File: config.mk
export PLATFORM = sky130hd
export DESIGN_NAME = exe_divider_flat
export DESIGN_NICKNAME = d
export VERILOG_FILES = /design/src/rtl/exe_divider_pkg.sv /design/src/rtl/exe_divider_if.sv /design/src/rtl/exe_divider_step.sv /design/src/rtl/exe_divider.sv /design/src/flat_wrapper.sv
export SDC_FILE = /design/constraint.sdc
export NUM_CORES = 1
export LEC_CHECK = 0
export BUFFER_PORTS_ARGS = -buffer_cell sky130_fd_sc_hd__buf_4
export CAP_MARGIN = 20
export CORE_UTILIZATION = 44
export CTS_BUF_LIST = sky130_fd_sc_hd__clkbuf_16
export CTS_CLUSTER_SIZE = 10
export DETAILED_ROUTE_END_ITERATION = 6
export GPL_TIMING_DRIVEN = 0
export PLACE_DENSITY = 0.69
export SLEW_MARGIN = 25
export SYNTH_ARGS = -nofsm -noshare
export SYNTH_HDL_FRONTEND = slang
export SYNTH_HIERARCHICAL = 1
export SYNTH_SLANG_ARGS = --single-unit
export TNS_END_PERCENT = 10
File: constraint.sdc
create_clock -name cpu_clk -period 5 [get_ports cpu_clk]
set_input_delay 0.5 -clock cpu_clk [delete_from_list [all_inputs] [get_ports cpu_clk]]
set_output_delay 0.5 -clock cpu_clk [all_outputs]
set_load 0.02 [all_outputs]
File: src/rtl/exe_divider_pkg.sv
// Shared constants for the EXE-stage divider: FSM state codes, ready/stall
// encodings and the reset polarity used by the pipeline.
package exe_divider_pkg;

  localparam int DIV_WIDTH = 32;

  typedef enum logic [1:0] {
    DIV_IDLE   = 2'b00,
    DIV_BYZERO = 2'b01,
    DIV_ON     = 2'b10,
    DIV_DONE   = 2'b11
  } div_state_t;

  localparam logic DIV_READY     = 1'b1;
  localparam logic DIV_NOT_READY = 1'b0;
  localparam logic STOP          = 1'b1;
  localparam logic NOSTOP        = 1'b0;
  localparam logic RST_ENABLE    = 1'b1;

endpackage

File: src/rtl/exe_divider_if.sv
// Divider request/result bundle between the EXE stage (master) and the
// multi-cycle divider (slave), including the stall-control handshake.
interface exe_divider_if #(parameter int WIDTH = 32);
  logic             div_start;
  logic             div_signed;
  logic [WIDTH-1:0] dividend;
  logic [WIDTH-1:0] divisor;
  logic             div_cancel;
  logic             exe_stall;
  logic             stallreq_exe;
  logic             div_ready;
  logic [WIDTH-1:0] quotient;
  logic [WIDTH-1:0] remainder;

  modport master (
    output div_start, div_signed, dividend, divisor, div_cancel, exe_stall,
    input  stallreq_exe, div_ready, quotient, remainder
  );

  modport slave (
    input  div_start, div_signed, dividend, divisor, div_cancel, exe_stall,
    output stallreq_exe, div_ready, quotient, remainder
  );
endinterface

File: src/rtl/exe_divider_step.sv
// One restoring shift-subtract iteration on magnitudes: brings the next
// dividend bit into the partial remainder and keeps the difference if non-negative.
module exe_divider_step #(parameter int WIDTH = 32) (
  input  logic [WIDTH-1:0] rem_in,
  input  logic [WIDTH-1:0] quo_in,
  input  logic [WIDTH-1:0] divisor,
  output logic [WIDTH-1:0] rem_out,
  output logic [WIDTH-1:0] quo_out
);

  logic [WIDTH:0] shifted;
  logic [WIDTH:0] diff;

  // Stored remainder is always below the divisor, so it fits WIDTH bits;
  // only the shifted trial value needs the extra bit.
  assign shifted = {rem_in, quo_in[WIDTH-1]};
  assign diff    = shifted - {1'b0, divisor};

  always_comb begin
    rem_out = diff[WIDTH-1:0];
    quo_out = {quo_in[WIDTH-2:0], 1'b1};
    if (diff[WIDTH]) begin
      rem_out = shifted[WIDTH-1:0];
      quo_out = {quo_in[WIDTH-2:0], 1'b0};
    end
  end

endmodule

File: src/rtl/exe_divider.sv
// Multi-cycle radix-2 restoring divider for DIV/DIVU in EXE; requests a pipeline
// stall while busy and holds its result until the stall bus releases EXE.
module exe_divider
  import exe_divider_pkg::*;
#(
  parameter int WIDTH = DIV_WIDTH
) (
  input  logic          cpu_clk,
  input  logic          cpu_rst,
  exe_divider_if.slave  bus
);

  localparam int CNT_W = $clog2(WIDTH);

  div_state_t       state, state_next;
  logic [CNT_W-1:0] counter;
  logic [WIDTH-1:0] rem_reg, quo_reg, den_reg;
  logic [WIDTH-1:0] rem_step, quo_step;
  logic             neg_quo, neg_rem;
  logic             last_step;
  logic [WIDTH-1:0] dividend_abs, divisor_abs;

  assign dividend_abs = (bus.div_signed && bus.dividend[WIDTH-1]) ? -bus.dividend : bus.dividend;
  assign divisor_abs  = (bus.div_signed && bus.divisor[WIDTH-1])  ? -bus.divisor  : bus.divisor;
  assign last_step    = (counter == CNT_W'(WIDTH - 1));

  exe_divider_step #(.WIDTH(WIDTH)) u_step (
    .rem_in  (rem_reg),
    .quo_in  (quo_reg),
    .divisor (den_reg),
    .rem_out (rem_step),
    .quo_out (quo_step)
  );

  // Cancel masks the request in the same cycle the flush is seen.
  assign bus.stallreq_exe = (bus.div_start && !bus.div_cancel && state != DIV_DONE) ? STOP : NOSTOP;

  always_ff @(posedge cpu_clk) begin
    if (cpu_rst == RST_ENABLE) state <= DIV_IDLE;
    else                       state <= state_next;
  end

  always_comb begin
    state_next = state;
    case (state)
      DIV_IDLE:   if (bus.div_start) state_next = (bus.divisor == '0) ? DIV_BYZERO : DIV_ON;
      DIV_BYZERO: state_next = DIV_DONE;
      DIV_ON:     if (last_step) state_next = DIV_DONE;
      DIV_DONE:   if (!bus.exe_stall) state_next = DIV_IDLE;
      default:    state_next = DIV_IDLE;
    endcase
    if (bus.div_cancel) state_next = DIV_IDLE;
  end

  // For a zero divisor the raw dividend is parked in quo_reg and becomes the remainder.
  always_ff @(posedge cpu_clk) begin
    if (cpu_rst == RST_ENABLE) begin
      counter       <= '0;
      rem_reg       <= '0;
      quo_reg       <= '0;
      den_reg       <= '0;
      neg_quo       <= 1'b0;
      neg_rem       <= 1'b0;
      bus.div_ready <= DIV_NOT_READY;
      bus.quotient  <= '0;
      bus.remainder <= '0;
    end else if (bus.div_cancel) begin
      counter       <= '0;
      bus.div_ready <= DIV_NOT_READY;
    end else begin
      case (state)
        DIV_IDLE: if (bus.div_start) begin
          counter <= '0;
          rem_reg <= '0;
          quo_reg <= (bus.divisor == '0) ? bus.dividend : dividend_abs;
          den_reg <= divisor_abs;
          neg_quo <= bus.div_signed && (bus.dividend[WIDTH-1] ^ bus.divisor[WIDTH-1]);
          neg_rem <= bus.div_signed && bus.dividend[WIDTH-1];
        end
        DIV_BYZERO: begin
          bus.quotient  <= '1;
          bus.remainder <= quo_reg;
          bus.div_ready <= DIV_READY;
        end
        DIV_ON: begin
          rem_reg <= rem_step;
          quo_reg <= quo_step;
          counter <= counter + 1'b1;
          if (last_step) begin
            bus.quotient  <= neg_quo ? -quo_step : quo_step;
            bus.remainder <= neg_rem ? -rem_step : rem_step;
            bus.div_ready <= DIV_READY;
          end
        end
        DIV_DONE: if (!bus.exe_stall) bus.div_ready <= DIV_NOT_READY;
        default: ;
      endcase
    end
  end

endmodule

File: src/flat_wrapper.sv
// flat-port wrapper written by rule: the top's interface ports become plain ports
module exe_divider_flat import exe_divider_pkg::*;
#(
  parameter int WIDTH = DIV_WIDTH
)
  (cpu_clk, cpu_rst, bus_div_start, bus_div_signed, bus_dividend, bus_divisor, bus_div_cancel, bus_exe_stall, bus_stallreq_exe, bus_div_ready, bus_quotient, bus_remainder);
  exe_divider_if #(.WIDTH(WIDTH)) bus_i ();
  input  logic cpu_clk;
  input  logic cpu_rst;
  input wire logic [$bits(bus_i.div_start)-1:0] bus_div_start;
  input wire logic [$bits(bus_i.div_signed)-1:0] bus_div_signed;
  input wire logic [$bits(bus_i.dividend)-1:0] bus_dividend;
  input wire logic [$bits(bus_i.divisor)-1:0] bus_divisor;
  input wire logic [$bits(bus_i.div_cancel)-1:0] bus_div_cancel;
  input wire logic [$bits(bus_i.exe_stall)-1:0] bus_exe_stall;
  output wire logic [$bits(bus_i.stallreq_exe)-1:0] bus_stallreq_exe;
  output wire logic [$bits(bus_i.div_ready)-1:0] bus_div_ready;
  output wire logic [$bits(bus_i.quotient)-1:0] bus_quotient;
  output wire logic [$bits(bus_i.remainder)-1:0] bus_remainder;
  assign bus_i.div_start = bus_div_start;
  assign bus_i.div_signed = bus_div_signed;
  assign bus_i.dividend = bus_dividend;
  assign bus_i.divisor = bus_divisor;
  assign bus_i.div_cancel = bus_div_cancel;
  assign bus_i.exe_stall = bus_exe_stall;
  assign bus_stallreq_exe = bus_i.stallreq_exe;
  assign bus_div_ready = bus_i.div_ready;
  assign bus_quotient = bus_i.quotient;
  assign bus_remainder = bus_i.remainder;
  exe_divider #(.WIDTH(WIDTH)) u_core (.cpu_clk(cpu_clk), .cpu_rst(cpu_rst), .bus(bus_i));
endmodule
Word level (Yosys, flattened, before mapping). Cells that the tools add are included.

Bits in registers: 170. Bits of input ports: 70. Output and inout port bits: 66. Logic and storage cells: 70.

Add/subtract/negate cells: 6. Equal/unequal tests: 8. Multiplexer cells: 26. Bitwise gates (word level): 2. Reductions and logical operators: 18.

Operators with widths (number): 32-bit 2-to-1 mux (10); 32-bit one-hot mux with 2 select lines (4); 32-bit negation (4); 33-bit by 32-bit subtractor with 33-bit output (1); 32-bit logical NOT (1); 3-bit AND reduction (5); 5-bit one-hot mux with 2 select lines (1); 2-bit 2-to-1 mux (4); 2-bit one-hot mux with 4 select lines (1); 2-bit inequality test, second input constant (3); 5-bit by 1-bit adder with 5-bit output, second input constant (1); 5-bit equality test, second input constant (1); 1-bit logical AND (5); 5-bit 2-to-1 mux (1); 2-bit equality test, second input constant (2); 1-bit 2-to-1 mux (4); 2-bit nonzero test (2); 1-bit one-hot mux with 3 select lines (1); 3-bit nonzero test (1); 2-bit by 1-bit equality test with 1-bit output, second input constant (1); 2-bit logical NOT (1); 2-bit by 1-bit inequality test with 1-bit output, second input constant (1); 2-bit AND reduction (1); 2-bit OR reduction (1); 3 further kinds (3).

Depth between registers and ports, before layout. Gate-level depths: netlist (run 1).

Depth in word-level cells: 6. Gate-level depth with buffers: 21. Gate-level depth less buffers: 19.

By module. Netlist (run 1), hierarchy kept.

Modules (own cells, without submodules): exe_divider (instances 1, cells each 1235, area an instance 9748.1 µm², seq. area each 3403.3 µm²); exe_divider_step (instances 1, cells each 336, area an instance 2591.2 µm², seq. area each 0.0 µm²).

Worst setup path after synthesis (run 1). Ideal clock, no wire load.

Kind: reg2reg. From: reg u_core.quo_reg[31]. To: reg u_core.bus.remainder[30]. Library setup time: 0.117 ns. Arrival: 4.937 ns. Data required time: 4.883 ns. Path slack: -0.055 ns. Cell stages (with the launch flop): 21. Path buffers: 2. Period minus slack after synthesis: 5.055 ns. Cells stage by stage: dfxtp_1 -> inv_1 -> ha_1 -> fa_1 -> and2b_1 -> o2111ai_2 -> a21oi_2 -> o2111ai_1 -> a211oi_2 -> nor2_4 -> mux2i_4 -> and2_4 -> buf_12 -> inv_8 -> buf_12 -> mux2_4 -> or4_1 -> nor4_2 -> nand4_1 -> a221o_1 -> a32o_1.

Longest elaborated chain between the ends: 6.

RTL lines: from (decl) (line exe_divider.sv:17) `logic [WIDTH-1:0] rem_reg, quo_reg, den_reg;`; from (signal assigned) (line exe_divider.sv:75) `quo_reg <= (bus.divisor == '0) ? bus.dividend : dividend_abs;`; from (signal assigned) (line exe_divider.sv:87) `quo_reg <= quo_step;`; 33-bit by 32-bit subtractor with 33-bit output (line exe_divider_step.sv:17) `assign diff = shifted - {1'b0, divisor};`; 32-bit 2-to-1 mux (line exe_divider_step.sv:22) `if (diff[WIDTH]) begin`; net u_core.rem_step[8] (line exe_divider.sv:18) `logic [WIDTH-1:0] rem_step, quo_step;`; 32-bit negation (line exe_divider.sv:91) `bus.remainder <= neg_rem ? -rem_step : rem_step;`; 32-bit 2-to-1 mux (line exe_divider.sv:91); 32-bit 2-to-1 mux (line exe_divider.sv:89) `if (last_step) begin`; 32-bit one-hot mux with 2 select lines (line exe_divider.sv:71) `case (state)`; to (signal assigned) (line exe_divider.sv:82) `bus.remainder <= quo_reg;`; to (signal assigned) (line exe_divider.sv:91); to (decl) (line exe_divider_if.sv:22) `output stallreq_exe, div_ready, quotient, remainder`.

The timed path passes the listed nets, and every way through them passes these cells. The select of a mux whose other input is x is not followed. A chain may end at the register's enable or synchronous reset.

Final worst setup path (run 1).
From: reg u_core.quo_reg[31]. To: reg u_core.bus.remainder[20].

The elaborated chain is that of the path after synthesis.

==> results of run 1 <==
[cells in the final DEF, fill, tap and decap left out, types with 8 or more instances in the layout]
cell / instances
buf_2: 8
nand4_1: 14
a22o_1: 9
nor4_1: 23
a311o_1: 8
inv_1: 56
or2_2: 9
a21oi_1: 146
ha_1: 41
o21ai_0: 82
o31ai_1: 22
mux2i_1: 18
xor2_1: 53
a311oi_1: 9
nor4b_1: 10
buf_4: 195
xnor2_1: 39
a211oi_1: 23
o41ai_1: 8
a21o_1: 23
and3_1: 38
clkbuf_1: 77
mux2_4: 19
nand2_1: 108
nor2b_1: 9
o21ai_1: 9
or3_1: 23
a31oi_1: 32
nand3_1: 56
nor3_1: 32
nor2_1: 115
dfxtp_1: 168
buf_1: 9
clkbuf_16: 17
o211ai_1: 34
or4_1: 30
[worst min path at each step]
stage                                 start  slack [ns]  cells after the start                 endpoint
floorplan                 u_core/den_reg[0]        0.44                      2        u_core/den_reg[0]
global placement    u_core/bus.remainder[7]        0.44                      2  u_core/bus.remainder[7]
detailed placement  u_core/bus.remainder[9]        0.45                      2  u_core/bus.remainder[9]
CTS                          bus_div_signed        0.32                      2       u_core/den_reg[31]
global route                 bus_div_signed        0.33                      2       u_core/den_reg[31]
finish                       bus_div_signed        0.33                      2       u_core/den_reg[31]
[per-stage QoR]
step / util, % / setup WS, ns / total power [W] / hold slack (ns) / area (um2)
floorplan: - / -0.00380 / 0.00218 / 0.440 / 12300
detailed placement: 50.8 / -1.30 / 0.00255 / 0.449 / 13900
CTS: 54.4 / -0.141 / 0.00400 / 0.316 / 14800
global route: 54.7 / -0.273 / 0.00419 / 0.329 / 14900
global placement: 50.7 / -1.23 / 0.00254 / 0.442 / 13800
finish: 54.8 / -0.220 / 0.00406 / 0.329 / 14900
[critical path: cells and delay by family, from the launching register on]
| kind | cells | cell delay [ns] |
|---|---|---|
| DFF | 1 | 0.39 |
| muxes | 2 | 0.59 |
| AOI/OAI and AO/OA | 6 | 1.36 |
| and+or+nand+nor | 6 | 2.04 |
| adders and majority gates | 2 | 0.50 |
| buffers and inverters | 3 | 0.23 |
[synthesized netlist by cell type (27+ instances only)]
library cell | number | share of area [%]
dfxtp_1 | 170 | 28
a21oi_1 | 146 | 5.9
nor2_1 | 117 | 3.6
nand2_1 | 108 | 3.3
o21ai_0 | 94 | 3.8
clkbuf_1 | 80 | 2.4
inv_1 | 57 | 1.7
nand3_1 | 57 | 2.3
xor2_1 | 54 | 3.8
ha_1 | 42 | 4.3
xnor2_1 | 40 | 2.8
and3_1 | 38 | 1.9
or4_1 | 35 | 2.1
buf_4 | 34 | 2.1
o211ai_1 | 34 | 2.1
a31oi_1 | 33 | 1.7
nor3_1 | 32 | 1.3
nor4_1 | 27 | 1.4
[repair_timing]
item	4_1_cts	5_1_grt
endpoints found under the setup margin	43	29
resized for setup	41	21
setup buffers	22	6
pin swaps	22	24
cloned	1	0
[cell type report]
cell class                 count  area, um2  area share (%)
timing repair buffer         164       1260            8.43
clock inverter                15        178            1.19
buffer                       136        728            4.88
multi-input combinational   1203       8220            55.1
inverter                      60        238            1.59
antenna                        1       2.50          0.0168
tap                          372        465            3.12
clock buffer                  17        425            2.85
sequential                   170       3410            22.8
[metal layers]
layer | routed length, um | up-vias
met3 | 6160 | 134
met2 | 20800 | 840
met5 | 13 | -
met4 | 1600 | 2
li1 | - | 6190
met1 | 20800 | 6413
[cell families (layout without fill, tap and decap cells)]
kind of cell             after synthesis  in the layout  synth area share [%]
flip-flops                           170            170                  27.6
other                                  0              1                     0
multiplexers                          45             45                  4.58
adder cells (fa/ha/maj)               43             43                  4.42
XOR/XNOR                              94             94                  6.67
AND/OR/NAND/NOR                      530            530                  22.9
buffers and inverters                198            392                  7.88
AO/OA/AOI/OAI                        491            491                  26.0
[power by group through the flow]
stage | Sequential, W | Combinational (W) | Clock, W
global route | 0.00148 | 0.00127 | 0.00145
CTS | 0.00147 | 0.00114 | 0.00139
global placement | 0.00150 | 0.00105 | 0
finish | 0.00147 | 0.00119 | 0.00139
detailed placement | 0.00150 | 0.00106 | 0
floorplan | 0.00151 | 0.000670 | 0
==> summary.md, run 1 <==
| Metric | Value |
|---|---|
| Fill count | 2590 |
| Flop-to-flop setup slack | -0.22 ns |
| CTS Buffer Depth | 2 |
| CTS tree | yes |
| CP max stage delay | 0.60 ns |
| Die area | 28700 um2 |
| Router iterations before antenna repair | 6 |
| Routed vias/inst | 6.35 |
| Final Net Count | 1865 |
| Post-DP HPWL | between 30000 and 40000 um |
| Status | complete, but fails checks |
| Crit path to | u_core/bus.remainder[20] |
| Final WS setup | -0.220 ns |
| Die Wd | approximately 170 um |
| Crit path kind | reg -> reg |
| Net Switching | 0.00150 W |
| Initial antenna violation count | 1 |
| Setup tns final | -0.812 ns |
| GR peak layer | met2 |
| CTS Hold Buffers Added | 0 |
| Post-DR wirelength/cell | between 20 and 25 um |
| CP dominant cell by count | or4_4 |
| Syn_nets | 1684 |
| Share of power burned in registers | between 30% and 40% |
| I/O pin count | 136 |
| DRC violations left | 0 |
| Ys Warns | 6 |
| FF-to-FF path depth | 19 |
| Met1 GRT Util | a little under half |
| Layout cells sized above 1 | approximately 19% |
| Async SR Flop Fraction | 0% |
| Worst min path class | in -> reg |
| Largest net degree at the start of global routing | 20 |
| Peak Freq | 0.192 GHz |
| Top FF cell, synth | dfxtp_1 |
| Synth Instances | 1571 |
| Skew final | 0.0243 ns |
| Row count | 60 |
| Initial core utilization | about 45% |
| Die height | 169 um |
| First-pass GRT wire length | 74100 um |
| Clock root cell | clkbuf_16 |
| Syn_area_per_cell | approximately 7.9 um2 |
| Fraction of the yosys area taken by sequential cells | 27.6% |
| Fin. max-slew vios | 0 |
| Clock latency on the worst-skew pair | 0.45 ns |
| Post-synth EDFFs | 0 |
| Placed cells | 2078 |
| Slowest-stage cell, CP | or4_4 |
| Yosys cell types | 93 |
| Htree depth | 4 |
| Final worst-path cycle share | 104% |
| DRT antenna net count | 0 |
| Clock buffer count from CTS | 17 |
| Crit-path cells | inv_2 > ha_4 > fa_2 > and2b_2 > o2111ai_4 > a21oi_2 > o2111ai_2 > a211oi_2 > nor2_4 > mux2i_4 > and2_4 > inv_12 > buf_12 > mux2_4 > or4_4 > or4_4 > or2_4 > a211oi_4 > o22ai_2 |
| Yosys reg bits | 170 |
| Maximum VDD drop | 0.198 mV |
| Area grow syn2layout | 20.9% |
| Crit path time final | ~5.2 ns |
| Met3 usage | 9.79% |
| Worst path required time | 5.32 ns |
| CP Launch Type | register |
| Slew @ Worst Pin | roughly 1.0 ns |
| Critical path arrival | 5.54 ns |
| RR Endpoint | u_core/bus.remainder[20] |
| Final Hold Fails | 0 |
| Routability Congestion | 1.04 |
| Post-synthesis cell area | 12300 um2 |
| Relative slew slack | a little under a third |
| Vias in the first global route | 12461 |
| Crit path max fanout | 5 |
| Setup-failing EPs final | 10 |
| Total Wirelength | 49300 um |
| Crit path capture type | register |
| Initial DRC count | 1777 |
| Reg clk slew, reported paths | about 0.09 ns |
| Max_cap viols | 0 |
| Met2 usage | 50.7% |
| Port Buf Inserts | roughly 130 |
| Leakage power figure | 5.83 nW |
| Clock share of power | 34.3% |
| Vias | roughly 14000 |
| RSZ-0062 raised after global routing | true |
| Int Pwr | 0.00255 W |
| Comb pwr share | just under 30% |
| Core ar. | 27300 um2 |
| Pwr/cell area | 272 nW/um2 |
| Final non-filler cell total | 2138 |
| FF-to-FF Start | u_core/quo_reg[31] |
| Violated checks | negative setup slack |
| Sw frac | 37.1% |
| Total track usage | 33.9% |
| Clock Sinks | between 150 and 200 |
| Total gr overflow | 0 |
| CP Launch Point | u_core/quo_reg[31] |
(Power assumes the default switching activity.)
==> run 2: changes to the inputs <==
--- a/config.mk
+++ b/config.mk
@@ -6,4 +6,5 @@
 export NUM_CORES = 1
 export LEC_CHECK = 0
+export ABC_AREA = 1
 export BUFFER_PORTS_ARGS = -buffer_cell sky130_fd_sc_hd__buf_4
 export CAP_MARGIN = 20
==> constraint.sdc (replaced) <==
create_clock -name cpu_clk -period 5 [get_ports cpu_clk]
set_input_delay 1 -clock cpu_clk [delete_from_list [all_inputs] [get_ports cpu_clk]]
set_output_delay 1 -clock cpu_clk [all_outputs]
set_load 0.02 [all_outputs]
==> summary.md, run 2 <==
| Metric | Value |
|---|---|
| Initial core utilization | 44.8% (was 45.3%) |
| Final Net Count | 2619 (was 1865) |
| Int Pwr | 0.00283 W (was 0.00255 W) |
| Die height | 179 um (was 169 um) |
| Vias in the first global route | 14261 (was 12461) |
| Core ar. | 30700 um2 (was 27300 um2) |
| Initial DRC count | 1653 (was 1777) |
| Maximum VDD drop | 0.263 mV (was 0.198 mV) |
| Net Switching | 0.00225 W (was 0.00150 W) |
| Worst path required time | 5.35 ns (was 5.32 ns) |
| Die area | 31900 um2 (was 28700 um2) |
| Clock buffer count from CTS | 17 (unchanged) |
| Flop-to-flop setup slack | 0.64 ns (was -0.22 ns) |
| CP Launch Type | register (unchanged) |
| Worst min path class | reg -> reg (was in -> reg) |
| Crit path kind | reg -> reg (unchanged) |
| Fin. max-slew vios | 0 (unchanged) |
| CTS tree | yes (unchanged) |
| I/O pin count | 136 (unchanged) |
| CTS Hold Buffers Added | 0 (unchanged) |
| Area grow syn2layout | 15.2% (was 20.9%) |
| Crit path capture type | register (unchanged) |
| Crit path time final | 4.36 ns (was 5.22 ns) |
| Yosys reg bits | 170 (unchanged) |
| Clock Sinks | 170 (unchanged) |
| Top-count cell post-synth | nand2_1 (was dfxtp_1) |
| Sw frac | 44.3% (was 37.1%) |
| Post-synthesis cell area | 13700 um2 (was 12300 um2) |
| Top cells by count, synth | 754 x nand2_1, 328 x inv_1, 218 x nor2_1 (was 170 x dfxtp_1, 146 x a21oi_1, 117 x nor2_1) |
| Row count | 64 (was 60) |
| Commonest non-fill, non-tap cell in the layout | nand2_1 (was buf_4) |
| Top FF cell, synth | dfxtp_1 (unchanged) |
| Reg clk slew, reported paths | 0.07 ns (was 0.09 ns) |
| Syn_nets | 2467 (was 1684) |
| Comb pwr share | 44.0% (was 29.4%) |
| Synth top area share | 24.8% (was 27.6%) |
| Total track usage | 33.2% (was 33.9%) |
| RSZ-0062 raised after global routing | false (was true) |
| Total Wirelength | 52500 um (was 49300 um) |
| Fill count | 3334 (was 2590) |
| Largest net degree at the start of global routing | 18 (was 20) |
| Port Buf Inserts | 133 (unchanged) |
| Routability Congestion | 0.959 (was 1.04) |
| Async SR Flop Fraction | 0% (unchanged) |
| CP max stage delay | 0.53 ns (was 0.60 ns) |
| Routed vias/inst | 5.43 (was 6.35) |
| Setup tns final | 0 ns (was -0.812 ns) |
| Skew final | 0.0224 ns (was 0.0243 ns) |
| Die Wd | 179 um (was 169 um) |
| Post-cts resize count | 0 (was 41) |
| Slowest-stage cell, CP | dfxtp_1 (was or4_4) |
| Htree depth | 4 (unchanged) |
| Synth area leaders | dfxtp_1 25%, nand2_1 21%, inv_1 9.0%, nand3_1 6.8%, nor2_1 6.0% (was dfxtp_1 28%, a21oi_1 5.9%, ha_1 4.3%, xor2_1 3.8%, o21ai_0 3.8%) |
| Crit path max fanout | 10 (was 5) |
| Synth Instances | 2354 (was 1571) |
| Final Hold Fails | 0 (unchanged) |
| Post-DP HPWL | 43400 um (was 37600 um) |
| Share of power burned in registers | 29.6% (was 36.3%) |
| Pwr/cell area | 321 nW/um2 (was 272 nW/um2) |
| DRC violations left | 0 (unchanged) |
| Yosys cell types | 48 (was 93) |
| Status | complete, no violations (was complete, but fails checks) |
| CTS Buffer Depth | 2 (unchanged) |
| Clock root cell | clkbuf_16 (unchanged) |
| Syn_area_per_cell | 5.83 um2 (was 7.85 um2) |
| Post-DR wirelength/cell | 18.0 um (was 23.1 um) |
| Slew @ Worst Pin | 0.862 ns (was 1.03 ns) |
| Post-CTS setup buffers | 0 (was 22) |
| Synth area leader | dfxtp_1 (unchanged) |
| Post-synth EDFFs | 0 (unchanged) |
| Design Area, Final | 15800 um2 (was 14900 um2) |
| Post-DP Area | 15200 um2 (was 13900 um2) |
| Clock latency on the worst-skew pair | 0.46 ns (was 0.45 ns) |
| Leakage power figure | 7.80 nW (was 5.83 nW) |
| Initial antenna violation count | 1 (unchanged) |
| Critical path arrival | 4.70 ns (was 5.54 ns) |
| Ys Warns | 6 (unchanged) |
| Setup-failing EPs final | 0 (was 10) |
| Peak Freq | 0.230 GHz (was 0.192 GHz) |
| CP dominant cell by count | nand2_1 (was or4_4) |
| Final worst-path cycle share | 87.1% (was 104%) |
| DRT antenna net count | 0 (unchanged) |
| First-pass GRT wire length | 79500 um (was 74100 um) |
| Clock share of power | 26.3% (was 34.3%) |
| Layout cells sized above 1 | 11.9% (was 19.3%) |
| Total gr overflow | 0 (unchanged) |
| Commonest non-fill, non-tap cells in the layout | 754 x nand2_1, 328 x inv_1, 218 x nor2_1 (was 195 x buf_4, 168 x dfxtp_1, 146 x a21oi_1) |
| Vias | 15827 (was 13579) |
| Relative slew slack | 42.5% (was 30.1%) |
| Max_cap viols | 0 (unchanged) |
| Router iterations before antenna repair | 6 (unchanged) |
| Fraction of the yosys area taken by sequential cells | 24.8% (was 27.6%) |
## run 2: cell types whose count changed in the layout (fill, tap and decap cells not counted), sizes merged, moves of 26 or more
cell	before	now
nand2	108	766
nand3	57	188
clkbuf	95	66
nor4	31	5
nor2	118	229
o21ai	94	121
inv	64	343
xnor2	40	7
or4	37	0
and3	39	2
## run 2: critical path: cells and delay by family, from the launching register on
family / cells / cell delay [ns]
DFF: 1 / 0.53
and+or+nand+nor: 18 / 2.13
AOI/OAI and AO/OA: 1 / 0.17
buffers and inverters: 5 / 0.51
adders and majority gates: 3 / 0.88
## run 2: final timing paths
check / startpoint / to / depth (start not counted)
worst max-delay path: u_core/quo_reg[31] / u_core/bus.remainder[24] / 27
worst max register to register: u_core/quo_reg[31] / u_core/bus.remainder[24] / 27
worst min register to register: u_core/bus.remainder[12] / u_core/bus.remainder[12] / 2
worst min-delay path: u_core/bus.remainder[12] / u_core/bus.remainder[12] / 2
## run 2: power groups by stage
stage	combinational (W)	clock [W]	sequential (W)
finish	0.00224	0.00134	0.00151
global route	0.00249	0.00141	0.00151
CTS	0.00219	0.00135	0.00151
detailed placement	0.00218	0	0.00154
global placement	0.00217	0	0.00153
floorplan	0.00151	0	0.00153
## run 2: per-layer routing
layer | wire length (um) | GRT usage, %
met1 | 24900 | 47.9
met2 | 22600 | 50.8
met3 | 3960 | 4.90
met4 | 1090 | 8.90
met5 | 0 | 0
## run 2: metrics by stage
| stage | cells | total power [W] | hold WS (ns) | worst slack, ns | util (%) |
|---|---|---|---|---|---|
| finish | 2917 | 0.00508 | 0.467 | 0.643 | 51.6 |
| floorplan | 2354 | 0.00304 | 0.445 | 1.72 | - |
| detailed placement | 2883 | 0.00371 | 0.457 | 0.741 | 49.6 |
| global placement | 2883 | 0.00370 | 0.454 | 0.763 | 49.6 |
| CTS | 2915 | 0.00505 | 0.466 | 0.709 | 51.5 |
| global route | 2915 | 0.00541 | 0.484 | 0.364 | 51.5 |
## run 2: cell type report
| cell class | count | area (um2) | area share (%) |
|---|---|---|---|
| antenna | 2 | 5.00 | 0.0317 |
| buffer | 117 | 652 | 4.12 |
| clock buffer | 17 | 425 | 2.69 |
| clock inverter | 15 | 160 | 1.01 |
| inverter | 338 | 1270 | 8.02 |
| multi-input combinational | 1729 | 8400 | 53.1 |
| sequential | 170 | 3400 | 21.5 |
| tap | 396 | 495 | 3.13 |
| timing repair buffer | 133 | 998 | 6.31 |
## run 2: logic make-up after synthesis
| group | share of synthesized area, % |
|---|---|
| simple gates | 38.3 |
| buf+inv | 14.0 |
| compound gates | 16.2 |
| flops | 24.8 |
| fa+ha+maj | 3.97 |
| xor+xnor | 2.62 |
| mux | 0.146 |
